[config.mk]
export PLATFORM = sky130hd
export DESIGN_NAME = level_ctrl
export DESIGN_NICKNAME = d
export VERILOG_FILES = /design/src/rtl/level_ctrl_pkg.sv /design/src/rtl/level_ctrl.sv
export SDC_FILE = /design/constraint.sdc
export NUM_CORES = 1
export LEC_CHECK = 0
export BUFFER_PORTS_ARGS = -buffer_cell sky130_fd_sc_hd__buf_4
export CAP_MARGIN = 20
export CORE_ASPECT_RATIO = 1.2
export CORE_MARGIN = 2
export CORE_UTILIZATION = 40
export DETAILED_ROUTE_END_ITERATION = 16
export PLACE_DENSITY = 0.79
export SETUP_SLACK_MARGIN = 0.05
export SLEW_MARGIN = 10
export SYNTH_ARGS = -nofsm -noshare
export SYNTH_HDL_FRONTEND = slang
export SYNTH_SLANG_ARGS = --single-unit
[constraint.sdc]
create_clock -name clk -period 2.8 [get_ports clk]
set_input_delay 0.28 -clock clk [delete_from_list [all_inputs] [get_ports clk]]
set_output_delay 0.28 -clock clk [all_outputs]
set_load 0.01 [all_outputs]
[src/rtl/level_ctrl_pkg.sv]
// Shared types for the pipelined heap: operation codes, key and per-entry layout.
package pheapTypes;

    localparam int unsigned KEY_W = 8;
    localparam int unsigned OCC_W = 8;

    typedef logic [KEY_W-1:0] key_t;

    typedef enum logic [1:0] {
        OP_NOP     = 2'd0,
        OP_INSERT  = 2'd1,
        OP_DEQUEUE = 2'd2
    } op_t;

    // All-zero entry reads as empty: inactive with no children counted.
    typedef struct packed {
        logic             active;
        key_t             key;
        logic [OCC_W-1:0] occ_l;
        logic [OCC_W-1:0] occ_r;
    } entry_t;

endpackage

[src/rtl/level_ctrl.sv]
// One heap level controller: reads its own entry (and children on dequeue),
// then writes back the updated entry and forwards the displaced op downward.
module level_ctrl
    import pheapTypes::*;
#(
    parameter int unsigned LEVEL = 2,
    parameter int unsigned DEPTH = 4
) (
    input  logic             clk,
    input  logic             rst_n,
    input  logic             op_valid,
    input  op_t              op,
    input  logic [LEVEL-2:0] op_idx,
    input  key_t             op_key,
    output logic             ready,
    output logic             fwd_valid,
    output op_t              fwd_op,
    output logic [LEVEL-1:0] fwd_idx,
    output key_t             fwd_key,
    output logic             wenTop,
    output logic             topActive,
    output logic [LEVEL-2:0] raddrTop,
    output logic [LEVEL-2:0] wraddrTop,
    output entry_t           aTop,
    input  entry_t           yTop,
    output logic             childRd,
    output logic [LEVEL-1:0] raddrBot,
    input  entry_t           yBotL,
    input  entry_t           yBotR,
    output logic             ovf
);

    // Free slots in each child subtree; zero at the bottom level.
    localparam logic [OCC_W-1:0] SUBCAP = OCC_W'((1 << (DEPTH - LEVEL)) - 1);
    localparam bit               LEAF   = (LEVEL == DEPTH);

    typedef enum logic [1:0] {S_IDLE, S_RD, S_INS, S_DEQ} state_t;

    state_t           state_q;
    op_t              op_q;
    logic [LEVEL-2:0] idx_q;
    key_t             key_q;
    logic             ovf_q;
    logic             ovf_d;
    logic             ovf_set;
    logic             accept;
    logic             side;
    logic             take_right;
    logic             unused_occ;

    assign accept     = op_valid && (state_q == S_IDLE) && (op != OP_NOP);
    assign ovf_d      = ovf_q | ovf_set;
    assign ovf        = ovf_q;
    assign unused_occ = ^{yBotL.occ_l, yBotL.occ_r, yBotR.occ_l, yBotR.occ_r};

    // Control FSM: latch op on accept, one read cycle, one update cycle.
    always_ff @(posedge clk or negedge rst_n) begin
        if (!rst_n) begin
            state_q <= S_IDLE;
            op_q    <= OP_NOP;
            idx_q   <= '0;
            key_q   <= '0;
            ovf_q   <= 1'b0;
        end else begin
            case (state_q)
                S_IDLE: begin
                    if (accept) begin
                        state_q <= S_RD;
                        op_q    <= op;
                        idx_q   <= op_idx;
                        key_q   <= op_key;
                    end
                end
                S_RD:    state_q <= (op_q == OP_DEQUEUE) ? S_DEQ : S_INS;
                default: state_q <= S_IDLE;
            endcase
            ovf_q <= ovf_d;
        end
    end

    // Memory ports, write-back data and forwarded op, decoded from state and read data.
    always_comb begin
        ready      = (state_q == S_IDLE);
        topActive  = 1'b0;
        raddrTop   = '0;
        wraddrTop  = '0;
        childRd    = 1'b0;
        raddrBot   = '0;
        wenTop     = 1'b0;
        aTop       = '0;
        fwd_valid  = 1'b0;
        fwd_op     = OP_NOP;
        fwd_idx    = '0;
        fwd_key    = '0;
        ovf_set    = 1'b0;
        side       = 1'b0;
        take_right = 1'b0;
        case (state_q)
            S_RD: begin
                topActive = 1'b1;
                raddrTop  = idx_q;
                if (op_q == OP_DEQUEUE) begin
                    childRd  = 1'b1;
                    raddrBot = {idx_q, 1'b0};
                end
            end
            S_INS: begin
                topActive = 1'b1;
                raddrTop  = idx_q;
                wraddrTop = idx_q;
                if (!yTop.active) begin
                    wenTop      = 1'b1;
                    aTop.active = 1'b1;
                    aTop.key    = key_q;
                end else if (LEAF || (yTop.occ_l >= SUBCAP && yTop.occ_r >= SUBCAP)) begin
                    ovf_set = 1'b1;
                end else begin
                    wenTop = 1'b1;
                    aTop   = yTop;
                    // Smaller key stays here; on a tie the resident key is kept.
                    if (key_q < yTop.key) begin
                        aTop.key = key_q;
                        fwd_key  = yTop.key;
                    end else begin
                        fwd_key  = key_q;
                    end
                    if (yTop.occ_l < SUBCAP) begin
                        aTop.occ_l = yTop.occ_l + 1'b1;
                    end else begin
                        side       = 1'b1;
                        aTop.occ_r = yTop.occ_r + 1'b1;
                    end
                    fwd_valid = 1'b1;
                    fwd_op    = OP_INSERT;
                    fwd_idx   = {idx_q, side};
                end
            end
            S_DEQ: begin
                topActive = 1'b1;
                raddrTop  = idx_q;
                wraddrTop = idx_q;
                if (yTop.active) begin
                    wenTop = 1'b1;
                    if (LEAF || (!yBotL.active && !yBotR.active)) begin
                        aTop = '0;
                    end else begin
                        // Promote the smaller active child; left wins ties.
                        take_right = !yBotL.active || (yBotR.active && (yBotR.key < yBotL.key));
                        aTop = yTop;
                        if (take_right) begin
                            aTop.key   = yBotR.key;
                            aTop.occ_r = yTop.occ_r - 1'b1;
                        end else begin
                            aTop.key   = yBotL.key;
                            aTop.occ_l = yTop.occ_l - 1'b1;
                        end
                        side      = take_right;
                        fwd_valid = 1'b1;
                        fwd_op    = OP_DEQUEUE;
                        fwd_idx   = {idx_q, side};
                    end
                end
            end
            default: ;
        endcase
    end

endmodule

Word level (Yosys, flattened, before mapping). Index checks and enable logic that the tools add are counted.

Logic and storage cells: 81. Flip-flop bits (word level): 14. Input bits: 89.

Reductions and logical operators: 13. Order comparisons: 5. Equality and inequality tests: 5. Multiplexer cells: 48. $add $sub $neg: 4. Bitwise operators: 1.

Operators by type and width (count): $mux 8 (10); $mux 25 (3); $pmux 25 s2 (1); $mux 1 (18); $mux 2 (9); $add 8x1->8 const B (2); $ge 8x2->1 const B (2); $lt 8x8->1 (2); $mux 16 (1); $sub 8x1->8 const B (2); $pmux 2 s2 (3); $mux 9 (1); $lt 8x2->1 const B (1); $eq 2x2->1 const B (3); $logic_and 1x1->1 (5); $pmux 1 s2 (2); $reduce_or 3->1 (1); $eq 2x1->1 const B (1); $logic_not 1->1 (2); $logic_not 2->1 (1); $ne 2x1->1 const B (1); $reduce_and 2->1 (1); $reduce_bool 2->1 (1); $reduce_or 2->1 (1); 2 further kinds (2).

Longest topological paths before layout. Gate-level depths: netlist of run 1.

Depth in word-level cells: 7. Gate-level depth with buffers: 10. Gate-level depth less buffers: 8.

Worst setup path before layout of run 1. OpenSTA, ideal clock, no wires.

Kind: flip-flop to output port. From: register key_q[2]. To: output port aTop[16] (netlist bit). Data arrival time: 2.214 ns. Path buffers: 1. Setup slack: 0.306 ns. Required time: 2.520 ns. Stages on the path, launching flop included: 8. Cell sequence: dfrtp_1 -> ha_1 -> o211ai_1 -> a2111oi_0 -> nor3_1 -> buf_1 -> nor2_1 -> a221o_1.

RTL lines: start: declaration (line level_ctrl.sv:42) `key_t key_q;`; start signal: assignment (line level_ctrl.sv:71) `key_q <= op_key;`; end: declaration (line level_ctrl.sv:24) `output entry_t aTop,`.

==> results of run 1 <==
registers in the layout, summed over array words and instances, names as in the netlist:
signal / flops
idx_q: 1
key_q: 8
op_q: 2
ovf: 1
state_q: 2
logic make-up (layout without fill, tap and decap cells):
group	after synthesis	after routing	synth area share, %
AOI/OAI and AO/OA	72	72	26.5
buffers and inverters	38	146	8.36
adders and majority gates	18	18	11.9
muxes	21	21	11.9
and+or+nand+nor	77	77	22.1
xor gates and xnor gates	1	1	0.464
DFF	14	14	18.6
other	1	1	0.199
cells in the mapped netlist (2+ instances only):
master and instances:
a21o_1 2, a21o_2 2, a21oi_1 7, a221o_1 8, a31oi_1 7, and2_1 5
buf_2 3, clkbuf_1 7, dfrtp_1 14, ha_1 18, inv_1 25, mux2_2 11
mux2i_1 10, nand2_1 11, nand3_1 13, nand4_1 5, nor2_1 21, nor2b_1 3
nor3_1 6, nor4b_1 2, o2111ai_1 2, o211ai_1 2, o21ai_0 21, o221ai_1 2
o31ai_1 10
worst max-delay path, stage by stage, from the launching register on:
cell	delay, ns
dfrtp_1	0.42
ha_1	0.32
nand2_1	0.09
a2111oi_2	0.34
buf_4	0.19
o41ai_2	0.07
and2_4	0.19
a221o_1	0.37
buf_4	0.15
metal layers:
metal,wire [um],vias to the layer above
li1,-,1122
met3,375,11
met5,0,-
met1,2410,1038
met2,3040,89
met4,117,0
how the worst max path moves through the flow:
stage	start	to	slack, ns	cells after the start
after floorplan	key_q[2]	aTop[16]	0.31	7
after global placement	yTop[14]	aTop[23]	0.21	8
after detailed placement	yTop[14]	aTop[23]	0.18	8
after global routing	key_q[1]	aTop[23]	0.03	8
after CTS	key_q[2]	aTop[23]	0.07	8
final	key_q[7]	aTop[23]	0.13	8
timing repair:
action | 4_1_cts | 5_1_grt
hold endpoints to repair | 14 | 0
gates resized for setup | 4 | 4
buffers inserted | 0 | 1
pin swaps | 1 | 2
endpoints found under the setup margin | 8 | 16
hold buffers | 1 | 0
layout by cell type (no fill, tap or decap), types with 5 or more instances in the layout:
cell type / count
a221o_1: 8
a31oi_1: 7
nand4_1: 5
o31ai_1: 10
a21oi_1: 7
mux2_2: 11
nor3_1: 5
dfrtp_1: 14
nand3_1: 13
ha_1: 18
nand2_1: 11
o21ai_0: 21
nor2_1: 21
mux2i_1: 10
inv_1: 25
buf_4: 116
metrics by stage:
step / worst slack (ns) / hold slack (ns) / instance area [um2] / total power [mW] / cells
global route: 0.0255 / 0.262 / 2880 / 1.69 / 408
global placement: 0.213 / 0.135 / 2770 / 1.29 / 402
detailed placement: 0.181 / 0.137 / 2770 / 1.32 / 402
CTS: 0.0726 / 0.262 / 2850 / 1.54 / 407
finish: 0.127 / 0.265 / 2880 / 1.58 / 408
floorplan: 0.306 / -0.0156 / 1890 / 0.939 / 242
area by class of cell:
class | count | area (um2)
fill | 431 | 1680
timing repair buffer | 117 | 881
inverter | 25 | 93.8
sequential | 14 | 350
tap | 58 | 72.6
clock buffer | 4 | 55.1
multi-input combinational | 190 | 1420
power groups by stage:
| stage | Clock, mW | Combinational [mW] | Sequential [mW] |
|---|---|---|---|
| floorplan | 0 | 0.557 | 0.382 |
| global placement | 0 | 0.871 | 0.414 |
| detailed placement | 0 | 0.897 | 0.420 |
| CTS | 0.201 | 0.923 | 0.418 |
| global route | 0.209 | 1.05 | 0.435 |
| finish | 0.197 | 0.965 | 0.416 |
==> results_dict.tcl, run 1 <==
set metrics [dict create \
    slew_violations 0 \
    fin_crit_ns 2.67 \
    end_kind "output pin" \
    reg2reg_depth 5 \
    outcome "completed" \
    setup_tns_ns 0 \
    cts_tree "built" \
    dp_hpwl_um 4850 \
    final_util_pct 63.1 \
    grt_use_met1_pct 26.8 \
    rsz0062_at_grt "no" \
    worstPathArrival_ns 2.39 \
    min_path_cells 2 \
    grt_max_degree 21 \
    drv_cap 0 \
    grt_pass1_wl_um 9320 \
    syn_inst 242 \
    yosysSeqAreaShare_pct 18.6 \
    hold_class "input pin to flip-flop" \
    first_global_vias 2112 \
    ios 136 \
    dr.pass1.iters 4 \
    gr-usage-all-layers_pct 22.1 \
    ys_ff_latch 14 \
    p_seq_share_pct 26.4 \
    post_drt_wl_per_cell_um 14.6 \
    cts_made_buffers 3 \
    clock_latency_ns 0.25 \
    sw_frac_of_total_pct 40.4 \
    power.share.clock_pct 12.5 \
    gp_congestion 0.908 \
    start_util_pct 41.4 \
    worstReg2RegEnd "key_q[5]" \
    vias_per_cell 5.54 \
    vdd_drop_max_mv 0.571 \
    drc_errors 0 \
    root_buffer "clkbuf_8" \
    rows 27 \
    cts.sinks 14 \
    power_frac_comb_pct 61.2 \
    skew_ns 0.00429 \
    crit_type "flip-flop to output pin" \
    syn2layout_area_growth_pct 52.5 \
    num-nets-final 458 \
    grt.busiest_layer "met2" \
    syn_avg_cell_area_um2 7.80 \
    synth_area_um2 1890 \
    hold_viol_final 0 \
    dieWidth_um 66.7 \
    synth_largest_area_cell "dfrtp_1" \
    worstMarginPinSlew_ns 0.619 \
    r2r-start "state_q[1]" \
    async_flop_share_pct 100 \
    ant_nets 0 \
    relSlewSlack_pct 58.3 \
    synth_edf_count 0 \
    fin_crit_sh_pct 95.5 \
    drt-initial-drc-count 127 \
    hold_end "idx_q" \
    synth.area.top_cells "dfrtp_1 19%, ha_1 12%, mux2_2 6.6%" \
    clockBufferDepth 2 \
    yosysUniqueCellTypes 50 \
    cp_max_fo 8 \
    reg2reg_setup_slack_ns 1.22 \
    crit_required_ns 2.52 \
    p_sw_mw 0.638 \
    dieArea_um2 5280 \
    max_freq_mhz 374 \
    power_density_nw_per_um2 548 \
    routed_wl_um 5950 \
    ys.flop_type "dfrtp_1" \
    use_met3_pct 1.98 \
    netlist.area_leader.share_pct 18.6 \
    overflow 0 \
    fp.dieH_um 79.2 \
    internal_power_mw 0.939 \
    syn_nets 349 \
    finalSetupViolations 0 \
    antenna_found_initial 0 \
    clkTransAtPathRegs_ns 0.06 \
    crit_path_start_kind "flip-flop" \
    hold_start "op_idx" \
    coreArea_um2 4560 \
    met2_usage_pct 40.6 \
    io_buffers 102 \
    htreeDepth 1 \
    drive_gt1_share_pct 42.0 \
    n_antenna_cell 0 \
    p_leak_nw 1.47 \
    yosysWarnings 0 \
    vias 2260 \
]
No activity file was read; power rests on OpenSTA's default activity.
==> run 2, diff against run 1 <==
CORE_MARGIN = 4   (was 2)
CORE_UTILIZATION = 42   (was 40)
PLACE_DENSITY = 0.82   (was 0.79)
==> results_dict.tcl, run 2 (synthesis results as in run 1) <==
set metrics [dict create \
    drc_errors 0 \
    start_util_pct 43.9 \
    fin_crit_ns 2.74 \
    io_buffers 102 \
    top_register "key_q" \
    final_common_cell "buf_4" \
    htreeDepth 1 \
    hold_viol_final 0 \
    crit_required_ns 2.52 \
    clock_latency_ns 0.24 \
    power_density_nw_per_um2 554 \
    vdd_drop_max_mv 0.617 \
    max_stage_delay_ns 0.45 \
    clkTransAtPathRegs_ns 0.05 \
    skew_ns 0.00497 \
    routed_wl_um 6560 \
    cp_max_fo 8 \
    grt_use_met1_pct 24.0 \
    internal_power_mw 0.954 \
    final_util_pct 68.2 \
    syn2layout_area_growth_pct 55.1 \
    gr-usage-all-layers_pct 21.2 \
    coreArea_um2 4290 \
    dp_hpwl_um 5100 \
    p_sw_mw 0.668 \
    outcome "completed" \
    crit_path_cell_trace "ha_4, o211ai_1, a2111oi_2, buf_4, o41ai_2, and2_4, a221o_1, buf_6" \
    met2_usage_pct 38.8 \
    crit_type "flip-flop to output pin" \
    grt_max_degree 22 \
    power_frac_comb_pct 63.9 \
    ant_nets 0 \
    max_freq_mhz 366 \
    sw_frac_of_total_pct 41.2 \
    fin_crit_sh_pct 97.7 \
    critical_path.slowest_cell "dfrtp_2" \
    drive_gt1_share_pct 42.6 \
    cts_made_buffers 3 \
    largest_reg_flops 8 \
    dr.pass1.iters 6 \
    crit_path_start_kind "flip-flop" \
    root_buffer "clkbuf_8" \
    vias_per_cell 5.83 \
    clockBufferDepth 2 \
    slew_violations 0 \
    hold_class "input pin to flip-flop" \
    total_power_mw 1.62 \
    vias 2368 \
    rsz0062_at_grt "yes" \
    gp_congestion 0.859 \
    p_seq_share_pct 26.3 \
    num-nets-final 459 \
    final_cell_mix "107 x buf_4, 25 x inv_1, 21 x o21ai_0, 21 x nor2_1, 17 x ha_1" \
    antenna_found_initial 0 \
    fp.dieH_um 81.4 \
    reg2reg_setup_slack_ns 1.26 \
    end_kind "output pin" \
    biggestRegsByFlops "key_q x8, op_q x2, state_q x2" \
    power.share.clock_pct 9.8 \
    worstMarginPinSlew_ns 0.633 \
    final_area_um2 2930 \
    p_leak_nw 1.48 \
    grt_pass1_wl_um 9990 \
    cts_tree "built" \
    dieWidth_um 69.2 \
    grt.busiest_layer "met2" \
    worstPathArrival_ns 2.46 \
    n_antenna_cell 0 \
    dieArea_um2 5630 \
    drt-initial-drc-count 124 \
    drv_cap 0 \
    use_met3_pct 4.41 \
    post_drt_wl_per_cell_um 16.2 \
    place_ws_ns 0.131 \
    rows 26 \
    ios 136 \
    layout_setup_ws_ns 0.0648 \
    relSlewSlack_pct 57.7 \
    cts.sinks 14 \
    finalSetupViolations 0 \
    place_area_um2 2770 \
    first_global_vias 2212 \
    overflow 0 \
]
[run 2: final timing paths]
| path | depth (start not counted) | start | endpoint |
|---|---|---|---|
| max | 8 | key_q[2] | aTop[23] |
| min | 2 | op_idx | idx_q |
| max reg2reg | 5 | state_q[1] | key_q[0] |
| min reg2reg | 1 | ovf | ovf |
| max in group asynchronous | 2 | rst_n | key_q[2] |
| min in group asynchronous | 2 | rst_n | key_q[7] |
[run 2: what timing repair did]
action                                  in CTS  in global routing
hold endpoints to repair                    14                  0
setup buffers                                0                  2
hold buffers                                 1                  0
pin swaps                                    1                 13
resized for setup                            5                 16
endpoints found under the setup margin       9                 17
[run 2: power by group through the flow]
stage	Sequential, mW	Combinational [mW]	Clock [mW]
after floorplan	0.382	0.557	0
after global placement	0.409	0.876	0
after detailed placement	0.415	0.901	0
after CTS	0.414	0.938	0.163
after global routing	0.441	1.12	0.169
final	0.426	1.04	0.159
[run 2: layer usage]
metal | share of wire (%) | vias up
met2 | 51 | 128
met5 | 0 | -
met4 | 2.3 | 0
li1 | - | 1120
met1 | 38 | 1099
met3 | 8.6 | 21
[run 2: layout make-up]
type / instances / area, um2
multi-input cells: 190 / 1440
clock buffers: 3 / 41.3
fillers: 372 / 1370
flip-flops and latches: 14 / 352
inverters: 25 / 93.8
repair buffers: 118 / 926
well taps: 56 / 70.1
[run 2: through the flow]
stage | TNS, ns | std cells | hold slack (ns)
floorplan | 0 | 242 | -0.0156
global placement | 0 | 400 | 0.134
detailed placement | 0 | 400 | 0.136
CTS | 0 | 404 | 0.269
global route | -0.581 | 406 | 0.273
finish | 0 | 406 | 0.273
[run 2: worst max-delay path: cells and delay by family, from the launching register on]
family / cells / cell delay, ns
compound gates: 4 / 0.96
flops: 1 / 0.45
buf+inv: 2 / 0.32
fa+ha+maj: 1 / 0.30
simple gates: 1 / 0.18
